**src/rtl/keyboard_event_controller_if.sv**
```systemverilog
// Bus between the PS/2 byte source / CPU-side register logic and the
// keyboard event controller.
interface keyboard_event_controller_if;
  logic [7:0] scancode;
  logic       ready;
  logic [7:0] event_code;
  logic       event_extended;
  logic       event_release;
  logic       event_valid;
  logic       event_pop;
  logic [2:0] modifiers;
  logic       overflow;
  logic       clear_overflow;

  modport master (
    output scancode, ready, event_pop, clear_overflow,
    input  event_code, event_extended, event_release, event_valid,
           modifiers, overflow
  );

  modport slave (
    input  scancode, ready, event_pop, clear_overflow,
    output event_code, event_extended, event_release, event_valid,
           modifiers, overflow
  );
endinterface

```
**src/rtl/keyboard_event_controller.sv**
```systemverilog
// Turns the raw PS/2 byte stream into {ext, rel, code} key events, tracks
// held modifiers and queues events for the CPU to pop.
module keyboard_event_controller #(
  parameter int FIFO_DEPTH = 8
) (
  input  logic                          CLOCK_50,
  input  logic                          rst_n,
  keyboard_event_controller_if.slave    kbd
);
  localparam int AW = $clog2(FIFO_DEPTH);
  localparam logic [AW:0] FULL_CNT = (AW+1)'(FIFO_DEPTH);

  typedef struct packed {
    logic       ext;
    logic       rel;
    logic [7:0] code;
  } kbd_event_t;

  typedef enum logic [2:0] {IDLE, EXT, BRK, EXT_BRK, PAUSE} state_t;

  state_t     state, state_nxt;
  logic [2:0] skip_cnt, skip_nxt;
  logic       done;
  kbd_event_t ev;
  logic       err_byte;

  assign err_byte = (kbd.scancode == 8'h00) || (kbd.scancode == 8'hFF);

  always_ff @(posedge CLOCK_50 or negedge rst_n) begin
    if (!rst_n) begin
      state    <= IDLE;
      skip_cnt <= '0;
    end else begin
      state    <= state_nxt;
      skip_cnt <= skip_nxt;
    end
  end

  always_comb begin
    state_nxt = state;
    skip_nxt  = skip_cnt;
    done      = 1'b0;
    ev.ext    = 1'b0;
    ev.rel    = 1'b0;
    ev.code   = kbd.scancode;
    if (kbd.ready) begin
      case (state)
        IDLE: begin
          case (kbd.scancode)
            8'hE0: state_nxt = EXT;
            8'hF0: state_nxt = BRK;
            8'hE1: begin
              state_nxt = PAUSE;
              skip_nxt  = 3'd7;
            end
            8'hAA, 8'hFA, 8'hEE, 8'hFE, 8'h00, 8'hFF: ;
            default: done = 1'b1;
          endcase
        end
        EXT: begin
          if (kbd.scancode == 8'hF0)      state_nxt = EXT_BRK;
          else if (kbd.scancode == 8'hE0) state_nxt = EXT;
          else if (err_byte)              state_nxt = IDLE;
          else begin
            done      = 1'b1;
            ev.ext    = 1'b1;
            state_nxt = IDLE;
          end
        end
        BRK: begin
          if (kbd.scancode == 8'hE0)      state_nxt = EXT_BRK;
          else if (kbd.scancode == 8'hF0) state_nxt = BRK;
          else if (err_byte)              state_nxt = IDLE;
          else begin
            done      = 1'b1;
            ev.rel    = 1'b1;
            state_nxt = IDLE;
          end
        end
        EXT_BRK: begin
          if (kbd.scancode == 8'hE0 || kbd.scancode == 8'hF0) state_nxt = EXT_BRK;
          else if (err_byte) state_nxt = IDLE;
          else begin
            done      = 1'b1;
            ev.ext    = 1'b1;
            ev.rel    = 1'b1;
            state_nxt = IDLE;
          end
        end
        PAUSE: begin
          // The whole E1 tail is swallowed; its last byte stands in for the key.
          skip_nxt = skip_cnt - 3'd1;
          if (skip_cnt <= 3'd1) begin
            done      = 1'b1;
            ev.code   = 8'hE1;
            skip_nxt  = '0;
            state_nxt = IDLE;
          end
        end
        default: begin
          state_nxt = IDLE;
          skip_nxt  = '0;
        end
      endcase
    end
  end

  // Modifier tracking follows every decoded event, even ones the queue drops.
  logic [2:0] mods;
  always_ff @(posedge CLOCK_50 or negedge rst_n) begin
    if (!rst_n) mods <= '0;
    else if (done) begin
      case (ev.code)
        8'h12, 8'h59: if (!ev.ext) mods[0] <= ~ev.rel;
        8'h14:        mods[1] <= ~ev.rel;
        8'h11:        mods[2] <= ~ev.rel;
        default: ;
      endcase
    end
  end

  kbd_event_t    mem [FIFO_DEPTH];
  logic [AW-1:0] wr_ptr, rd_ptr;
  logic [AW:0]   count;
  logic          full, empty, pop_ok, push_ok, ovf_set, ovf;

  assign full    = (count == FULL_CNT);
  assign empty   = (count == '0);
  assign pop_ok  = kbd.event_pop && !empty;
  assign push_ok = done && (!full || pop_ok);
  assign ovf_set = done && full && !pop_ok;

  always_ff @(posedge CLOCK_50 or negedge rst_n) begin
    if (!rst_n) begin
      wr_ptr <= '0;
      rd_ptr <= '0;
      count  <= '0;
    end else begin
      if (push_ok) wr_ptr <= wr_ptr + 1'b1;
      if (pop_ok)  rd_ptr <= rd_ptr + 1'b1;
      case ({push_ok, pop_ok})
        2'b10:   count <= count + 1'b1;
        2'b01:   count <= count - 1'b1;
        default: ;
      endcase
    end
  end

  always_ff @(posedge CLOCK_50) begin
    if (push_ok) mem[wr_ptr] <= ev;
  end

  always_ff @(posedge CLOCK_50 or negedge rst_n) begin
    if (!rst_n)        ovf <= 1'b0;
    else if (ovf_set)  ovf <= 1'b1;
    else if (kbd.clear_overflow) ovf <= 1'b0;
  end

  // Storage is not reset, so head fields are masked while the queue is empty.
  kbd_event_t head;
  assign head               = mem[rd_ptr];
  assign kbd.event_valid    = !empty;
  assign kbd.event_code     = empty ? 8'h00 : head.code;
  assign kbd.event_extended = !empty && head.ext;
  assign kbd.event_release  = !empty && head.rel;
  assign kbd.modifiers      = mods;
  assign kbd.overflow       = ovf;
endmodule

```
**src/flat_wrapper.sv**
```systemverilog
// flat-port wrapper written by rule: the top's interface ports become plain ports
module keyboard_event_controller_flat 
#(
  parameter int FIFO_DEPTH = 8
)
  (CLOCK_50, rst_n, kbd_scancode, kbd_ready, kbd_event_pop, kbd_clear_overflow, kbd_event_code, kbd_event_extended, kbd_event_release, kbd_event_valid, kbd_modifiers, kbd_overflow);
  keyboard_event_controller_if kbd_i ();
  input  logic CLOCK_50;
  input  logic rst_n;
  input wire logic [$bits(kbd_i.scancode)-1:0] kbd_scancode;
  input wire logic [$bits(kbd_i.ready)-1:0] kbd_ready;
  input wire logic [$bits(kbd_i.event_pop)-1:0] kbd_event_pop;
  input wire logic [$bits(kbd_i.clear_overflow)-1:0] kbd_clear_overflow;
  output wire logic [$bits(kbd_i.event_code)-1:0] kbd_event_code;
  output wire logic [$bits(kbd_i.event_extended)-1:0] kbd_event_extended;
  output wire logic [$bits(kbd_i.event_release)-1:0] kbd_event_release;
  output wire logic [$bits(kbd_i.event_valid)-1:0] kbd_event_valid;
  output wire logic [$bits(kbd_i.modifiers)-1:0] kbd_modifiers;
  output wire logic [$bits(kbd_i.overflow)-1:0] kbd_overflow;
  assign kbd_i.scancode = kbd_scancode;
  assign kbd_i.ready = kbd_ready;
  assign kbd_i.event_pop = kbd_event_pop;
  assign kbd_i.clear_overflow = kbd_clear_overflow;
  assign kbd_event_code = kbd_i.event_code;
  assign kbd_event_extended = kbd_i.event_extended;
  assign kbd_event_release = kbd_i.event_release;
  assign kbd_event_valid = kbd_i.event_valid;
  assign kbd_modifiers = kbd_i.modifiers;
  assign kbd_overflow = kbd_i.overflow;
  keyboard_event_controller #(.FIFO_DEPTH(FIFO_DEPTH)) u_core (.CLOCK_50(CLOCK_50), .rst_n(rst_n), .kbd(kbd_i));
endmodule
```
**config.mk**
```make
export PLATFORM = sky130hd
export DESIGN_NAME = keyboard_event_controller_flat
export DESIGN_NICKNAME = d
export VERILOG_FILES = /design/src/rtl/keyboard_event_controller_if.sv /design/src/rtl/keyboard_event_controller.sv /design/src/flat_wrapper.sv
export SDC_FILE = /design/constraint.sdc
export NUM_CORES = 1
export LEC_CHECK = 0
export BUFFER_PORTS_ARGS = -buffer_cell sky130_fd_sc_hd__clkbuf_2
export CAP_MARGIN = 20
export CORE_MARGIN = 1
export CORE_UTILIZATION = 25
export DETAILED_ROUTE_END_ITERATION = 8
export PLACE_DENSITY_LB_ADDON = 0.2
export SLEW_MARGIN = 20
export SYNTH_ARGS = -nofsm -noshare
export SYNTH_HDL_FRONTEND = slang
export SYNTH_SLANG_ARGS = --single-unit
```
**constraint.sdc**
```tcl
create_clock -name CLOCK_50 -period 8.6 [get_ports CLOCK_50]
set_input_delay 1.72 -clock CLOCK_50 [delete_from_list [all_inputs] [get_ports CLOCK_50]]
set_output_delay 1.72 -clock CLOCK_50 [all_outputs]
set_load 0.005 [all_outputs]
```
* Word-level counts from Yosys, hierarchy flattened *
Memory sizes are Yosys's and may differ from the RTL's.
Cells that the tools add are included.

word-level totals
  register bits = 20
  latch bits = 0
  memory bits (writable) = 80
  bits in read-only memories = 0
  output and inout port bits = 15
  memories kept = 1

operators by class
  $add $sub $neg = 5
  $mul = 0
  div/mod/pow operators = 0
  $lt $le $gt $ge = 1
  equal/unequal tests = 22
  shift operators = 0
  muxes and demuxes = 34
  bitwise operators = 3
  reduce and logical (&&, ||, !) cells = 25

memory list
  name        depth  width  rd ports  clocked after Yosys merged registers in  write ports  line                              text
  u_core.mem  8      10     1         0                                        1            keyboard_event_controller.sv:122  kbd_event_t mem [FIFO_DEPTH];

operators with widths
  operator                                               number
  equality test 8 bit, second input constant             8
  equality test 8 x 5 -> 1 bit, second input constant    3
  2-to-1 mux 8 bit                                       3
  one-hot mux 3 bit (3 select lines)                     2
  2-to-1 mux 3 bit                                       5
  one-hot mux 3 bit (5 select lines)                     1
  2-to-1 mux 1 bit                                       14
  2-to-1 mux 10 bit                                      1
  AND reduction 3 bit                                    3
  OR reduction 9 bit                                     1
  equality test 8 x 7 -> 1 bit, second input constant    1
  zero test 8 bit                                        1
  2-to-1 mux 2 bit                                       4
  one-hot mux 4 bit (2 select lines)                     1
  adder 3 x 1 -> 3 bit, second input constant            2
  equality test 3 x 2 -> 1 bit, second input constant    2
  logical AND 1 bit                                      6
  one-hot mux 1 bit (5 select lines)                     1
  adder 4 x 1 -> 4 bit, second input constant            1
  equality test 4 bit, second input constant             1
  zero test 4 bit                                        1
  inequality test 4 x 2 -> 1 bit, second input constant  1
  one-hot mux 1 bit (2 select lines)                     2
  AND reduction 2 bit                                    2
  other kinds (16)                                       23

* Depth between registers and ports, before layout *
  depth after elaboration = 10
  gate-level depth with buffers = 16
  depth with buffers taken out = 14

* Worst setup path before layout *
OpenSTA, ideal clock, no wires.

  path type = in2reg
  from = input kbd_scancode[6]
  to = memory u_core.mem[1][0] (netlist name) (enable)
  library setup time = 408 ps
  arrival = 4255 ps
  data required time = 8192 ps
  path slack = 3938 ps
  stages = 8
  buffers on the path = 2
  cells stage by stage = buf_2 -> nand3_1 -> nor3_1 -> nor3_1 -> a32oi_4 -> or3b_1 -> buf_4 -> nor4b_1

on the way
  cells in the longest elaborated chain, start to end = 10
  elaborated cells between the ends (all ways) = 24
  those cells by class = 8 x eq/ne; 11 x mux; 5 x reduce/logical

RTL lines
  element                                                        line                                                                                               text
  start: declaration                                             flat_wrapper.sv:10                                                                                 input wire logic [$bits(kbd_i.scancode)-1:0] kbd_scancode;
  equality test 8 bit / zero test 8 bit (equally long branches)  keyboard_event_controller.sv:27, keyboard_event_controller.sv:49
  logical OR 1 bit                                               keyboard_event_controller.sv:27                                                                    assign err_byte = (kbd.scancode == 8'h00) || (kbd.scancode == 8'hFF);
  2-to-1 mux 1 bit                                               keyboard_event_controller.sv:63, keyboard_event_controller.sv:73, keyboard_event_controller.sv:82
  2-to-1 mux 1 bit, on equally long branches                     keyboard_event_controller.sv:72, keyboard_event_controller.sv:62
  2-to-1 mux 1 bit, on equally long branches                     keyboard_event_controller.sv:71, keyboard_event_controller.sv:61
  one-hot mux 1 bit (5 select lines) *                           keyboard_event_controller.sv:47                                                                    case (state)
  2-to-1 mux 1 bit *                                             keyboard_event_controller.sv:46                                                                    if (kbd.ready) begin
  logical AND 1 bit *                                            keyboard_event_controller.sv:130                                                                   assign push_ok = done && (!full || pop_ok);
  2-to-1 mux 1 bit *                                             keyboard_event_controller.sv:150                                                                   if (push_ok) mem[wr_ptr] <= ev;
  2-to-1 mux 1 bit (implied by the code) *                       keyboard_event_controller.sv:150
  end: declaration                                               keyboard_event_controller.sv:122

Every way passes the cells marked *; elsewhere a longest branch is shown, timed or not.

* Worst setup path after layout *
  from = input kbd_scancode[2]
  to = register u_core.count[3]

on the way
  cells in the longest elaborated chain, start to end = 10
  elaborated cells between the ends (all ways) = 26
  those cells by class = 10 x eq/ne; 10 x mux; 6 x reduce/logical

RTL lines
  element                                                                          line                                                                                               text
  equality test 8 bit / zero test 8 bit (equally long branches)                    keyboard_event_controller.sv:27, keyboard_event_controller.sv:49
  logical OR 1 bit                                                                 keyboard_event_controller.sv:27
  2-to-1 mux 1 bit                                                                 keyboard_event_controller.sv:63, keyboard_event_controller.sv:73, keyboard_event_controller.sv:82
  2-to-1 mux 1 bit, on equally long branches                                       keyboard_event_controller.sv:72, keyboard_event_controller.sv:62
  2-to-1 mux 1 bit, on equally long branches                                       keyboard_event_controller.sv:71, keyboard_event_controller.sv:61
  one-hot mux 1 bit (5 select lines) *                                             keyboard_event_controller.sv:47
  2-to-1 mux 1 bit *                                                               keyboard_event_controller.sv:46
  logical AND 1 bit *                                                              keyboard_event_controller.sv:130
  equality test 2 x 1 -> 1 bit / equality test 2 bit (equally long branches)       keyboard_event_controller.sv:141                                                                   case ({push_ok, pop_ok})
  one-hot mux 4 bit (2 select lines) / nonzero test 2 bit (equally long branches)  -
  end signal: assignment                                                           keyboard_event_controller.sv:142                                                                   2'b10: count <= count + 1'b1;
  end signal: assignment                                                           keyboard_event_controller.sv:143                                                                   2'b01: count <= count - 1'b1;
  end: declaration                                                                 keyboard_event_controller.sv:124                                                                   logic [AW:0] count;

Marked as above.
A chain may end at the register's enable or synchronous reset.

==> flow_summary_export.csv <==
group,metric,value,unit
grt,use_met3,3.33,%
critical_path,reg2reg_depth,4,
sta,rsz0062_at_grt,"false",
placement,port_buffers,27,
logic_synthesis,ys_warn_count,0,
logic_synthesis,yosysUniqueCellTypes,50,
logic_synthesis,syn_avg_cell_area,15.4,µm²
critical_path,end_kind,"flop",
flow_run,drv_cap,0,
grt,met1_usage,14.1,%
cells_and_area,final_util,30.0,%
detailed_routing,routed_wl,9.63,mm
placement,dp_hpwl,6.34,mm
sta,tns,0,ns
clock_network,cts_hold_buf,0,
logic_synthesis,synth_nets,308,
sta,worst_slack,4.17,ns
sta,hold_violations,0,
logic_synthesis,netlist_top_cells_count,"80 x edfxtp_1, 20 x dfrtp_1, 20 x mux4_2",
placement,dp_slack,3.81,ns
power,p_total,0.00158,W
floorplanning,ios,28,
placement,gp_congestion,0.812,
sta,slew_headroom,31.1,%
cells_and_area,final_nets,339,
grt,met2_usage,19.1,%
sta,finalCriticalPeriod,4.43,ns
logic_synthesis,synth_top_area_cell,"edfxtp_1",
critical_path,crit-reg2reg-launch,"u_core.state[2]$_DFFE_PN0P_",
power,leakagePower,1.88,nW
grt,track_usage,11.4,%
critical_path,crit_fanout,7,
logic_synthesis,synth.most_common_cell,"edfxtp_1",
grt,grt_max_degree,23,
floorplanning,initial_core_util,25.7,%
logic_synthesis,synth-main-ff-cell,"edfxtp_1",
grt,antenna_found_initial,0,
floorplanning,rows,48,
grt,busiest_layer,"met2",
detailed_routing,drtIter0Drc,159,
logic_synthesis,synth_edf_count,80,
clock_network,htreeDepth,3,
critical_path,r2r_setup_slack,5.40,ns
cells_and_area,syn2layout_area_growth,16.8,%
clock_network,clkTransAtPathRegs,0.07,ns
critical_path,reg2reg_to,"u_core.mem[1][2]$_DFFE_PP_",
clock_network,cts.repair.resized,0,
sta,fmax,226,MHz
detailed_routing,viasPerCell,4.58,
critical_path,cp.required,8.82,ns
sta,tightest_slew,1.03,ns
floorplanning,dieHeight,135,µm
detailed_routing,wire_per_inst,17.5,µm
sta,fin_crit_sh,51.5,%
sta,finalMaxSlewViolations,0,
detailed_routing,drc,0,
sta,hold-worst-slack,0.497,ns
logic_synthesis,syn_area,4440,µm²
logic_synthesis,yosysTopAreaCellShare,54.1,%
sta,setup_viol,0,
detailed_routing,ant_nets,0,
grt,grt_pass1_wl,15.1,mm
clock_network,postCtsSetupRepairBufs,0,
power,ir_worst_vdd,100,µV
cells_and_area,drive_gt1_share,25.6,%
logic_synthesis,synth_area_leaders,"edfxtp_1 54%, dfrtp_1 11%, mux4_2 10%, mux2i_1 2.7%, nor2_1 1.6%",
sta,finClkSkew,0.00571,ns
floorplanning,die-area,18300,µm²
logic_synthesis,synth_cells,289,
critical_path,cp-start-kind,"input port",
clock_network,clock-root-buffer,"clkbuf_16",
min_path,hold_path.class,"reg2reg",
clock_network,numCtsBuffers,9,
logic_synthesis,async_flop_share,20.0,%
detailed_routing,vias,2514,
grt,first_global_vias,2651,
logic_synthesis,synth-seq-cells,100,
min_path,hp-start,"u_core.skip_cnt[0]$_DFFE_PN0P_",
cells_and_area,diodes,0,
min_path,hold_end,"u_core.skip_cnt[0]$_DFFE_PN0P_",
clock_network,clkSinkCount,100,
floorplanning,coreArea,17300,µm²
critical_path,cp.arrival,4.66,ns
clock_network,cts_buffer_depth,2,
power,power_density,305,nW/µm²
floorplanning,die_x,135,µm
grt,gr-total-overflow,0,
clock_network,worst_skew_pair.late_latency,0.34,ns
critical_path,crit_type,"in2reg",
detailed_routing,drt_pass1_iterations,4,
clock_network,cts_tree,"done",
min_path,min_path_cells,1,
outcome,status,"completed",
logic_synthesis,ys_seq_area_share,65.3,%
-- layout by cell type, fill, tap and decap left out, types with 3 or more instances in the layout --
master,instances
mux4_2,20
xnor2_1,5
and2_1,4
clkbuf_16,9
xor2_1,3
o21ai_0,6
nand2_1,17
o22ai_1,4
edfxtp_1,80
a21oi_1,6
nand2b_1,4
nor2_1,19
clkbuf_2,27
mux2i_1,12
inv_1,12
ha_1,5
dfrtp_1,20
buf_4,8
nand3_1,8
or2_2,3
nor3_1,6
-- per-stage QoR --
stage / instance area, µm² / std cells
4_1_cts: 5190 / 549
6_report: 5190 / 549
5_1_grt: 5190 / 549
2_1_floorplan: 4440 / 289
3_5_place_dp: 4900 / 534
3_3_place_gp: 4890 / 533
-- flip-flops by register name, indices dropped and copies added, names as in the netlist --
signal / flops
u_core.mem: 80
u_core.count: 4
u_core.kbd.modifiers: 3
u_core.rd_ptr: 3
u_core.skip_cnt: 3
u_core.state: 3
u_core.wr_ptr: 3
u_core.kbd.overflow: 1
-- critical path: stages --
cell	delay [ns]
clkbuf_2	0.13
or4b_1	0.55
or3_1	0.43
a2bb2oi_2	0.19
a32oi_4	0.27
or2_2	0.17
nand2_1	0.09
inv_1	0.11
ha_1	0.23
a21o_1	0.17
a21o_1	0.19
nand3_1	0.07
or3_1	0.12
o31ai_2	0.06
xor2_1	0.14
-- power by group --
part	leakage [nW]	internal (W)	switching [W]	total [W]
combinational	0.754	0.000239	0.000232	0.000471
sequential	0.987	0.000615	0.0000931	0.000708
clock	0.143	0.000226	0.000176	0.000401
-- kinds of logic after synthesis --
kind of cell | Yosys count | share of synthesized area [%]
flops | 100 | 65.3
simple gates | 84 | 10.1
mux | 35 | 13.7
compound gates | 29 | 4.98
buf+inv | 27 | 2.42
xor+xnor | 8 | 1.58
fa+ha+maj | 6 | 1.86
-- layout make-up --
class | count | area (µm²)
fillers | 1731 | 12100
flip-flops and latches | 100 | 2900
multi-input cells | 162 | 1480
well taps | 225 | 282
clock buffers | 10 | 229
repair buffers | 35 | 195
clock inverters | 5 | 61.3
inverters | 12 | 45.0
-- routing by layer --
layer | up-vias | part of all wire [%]
met5 | - | 0
met4 | 0 | 0.83
met3 | 6 | 3.3
met2 | 48 | 50
met1 | 1286 | 46
li1 | 1174 | -
-- worst max path at each step --
stage,startpoint,endpoint,slack [ns],cells past startpoint
after floorplan,kbd_scancode[6],u_core.mem[1][0]$_DFFE_PP_,3.94,8
after global placement,kbd_scancode[2],u_core.count[3]$_DFFE_PN0P_,3.86,15
after detailed placement,kbd_scancode[2],u_core.count[3]$_DFFE_PN0P_,3.81,15
after CTS,kbd_scancode[2],u_core.count[3]$_DFFE_PN0P_,4.19,15
after global routing,kbd_scancode[2],u_core.count[3]$_DFFE_PN0P_,3.97,15
final,kbd_scancode[2],u_core.count[3]$_DFFE_PN0P_,4.17,15
No activity file was read; power rests on OpenSTA's default activity.
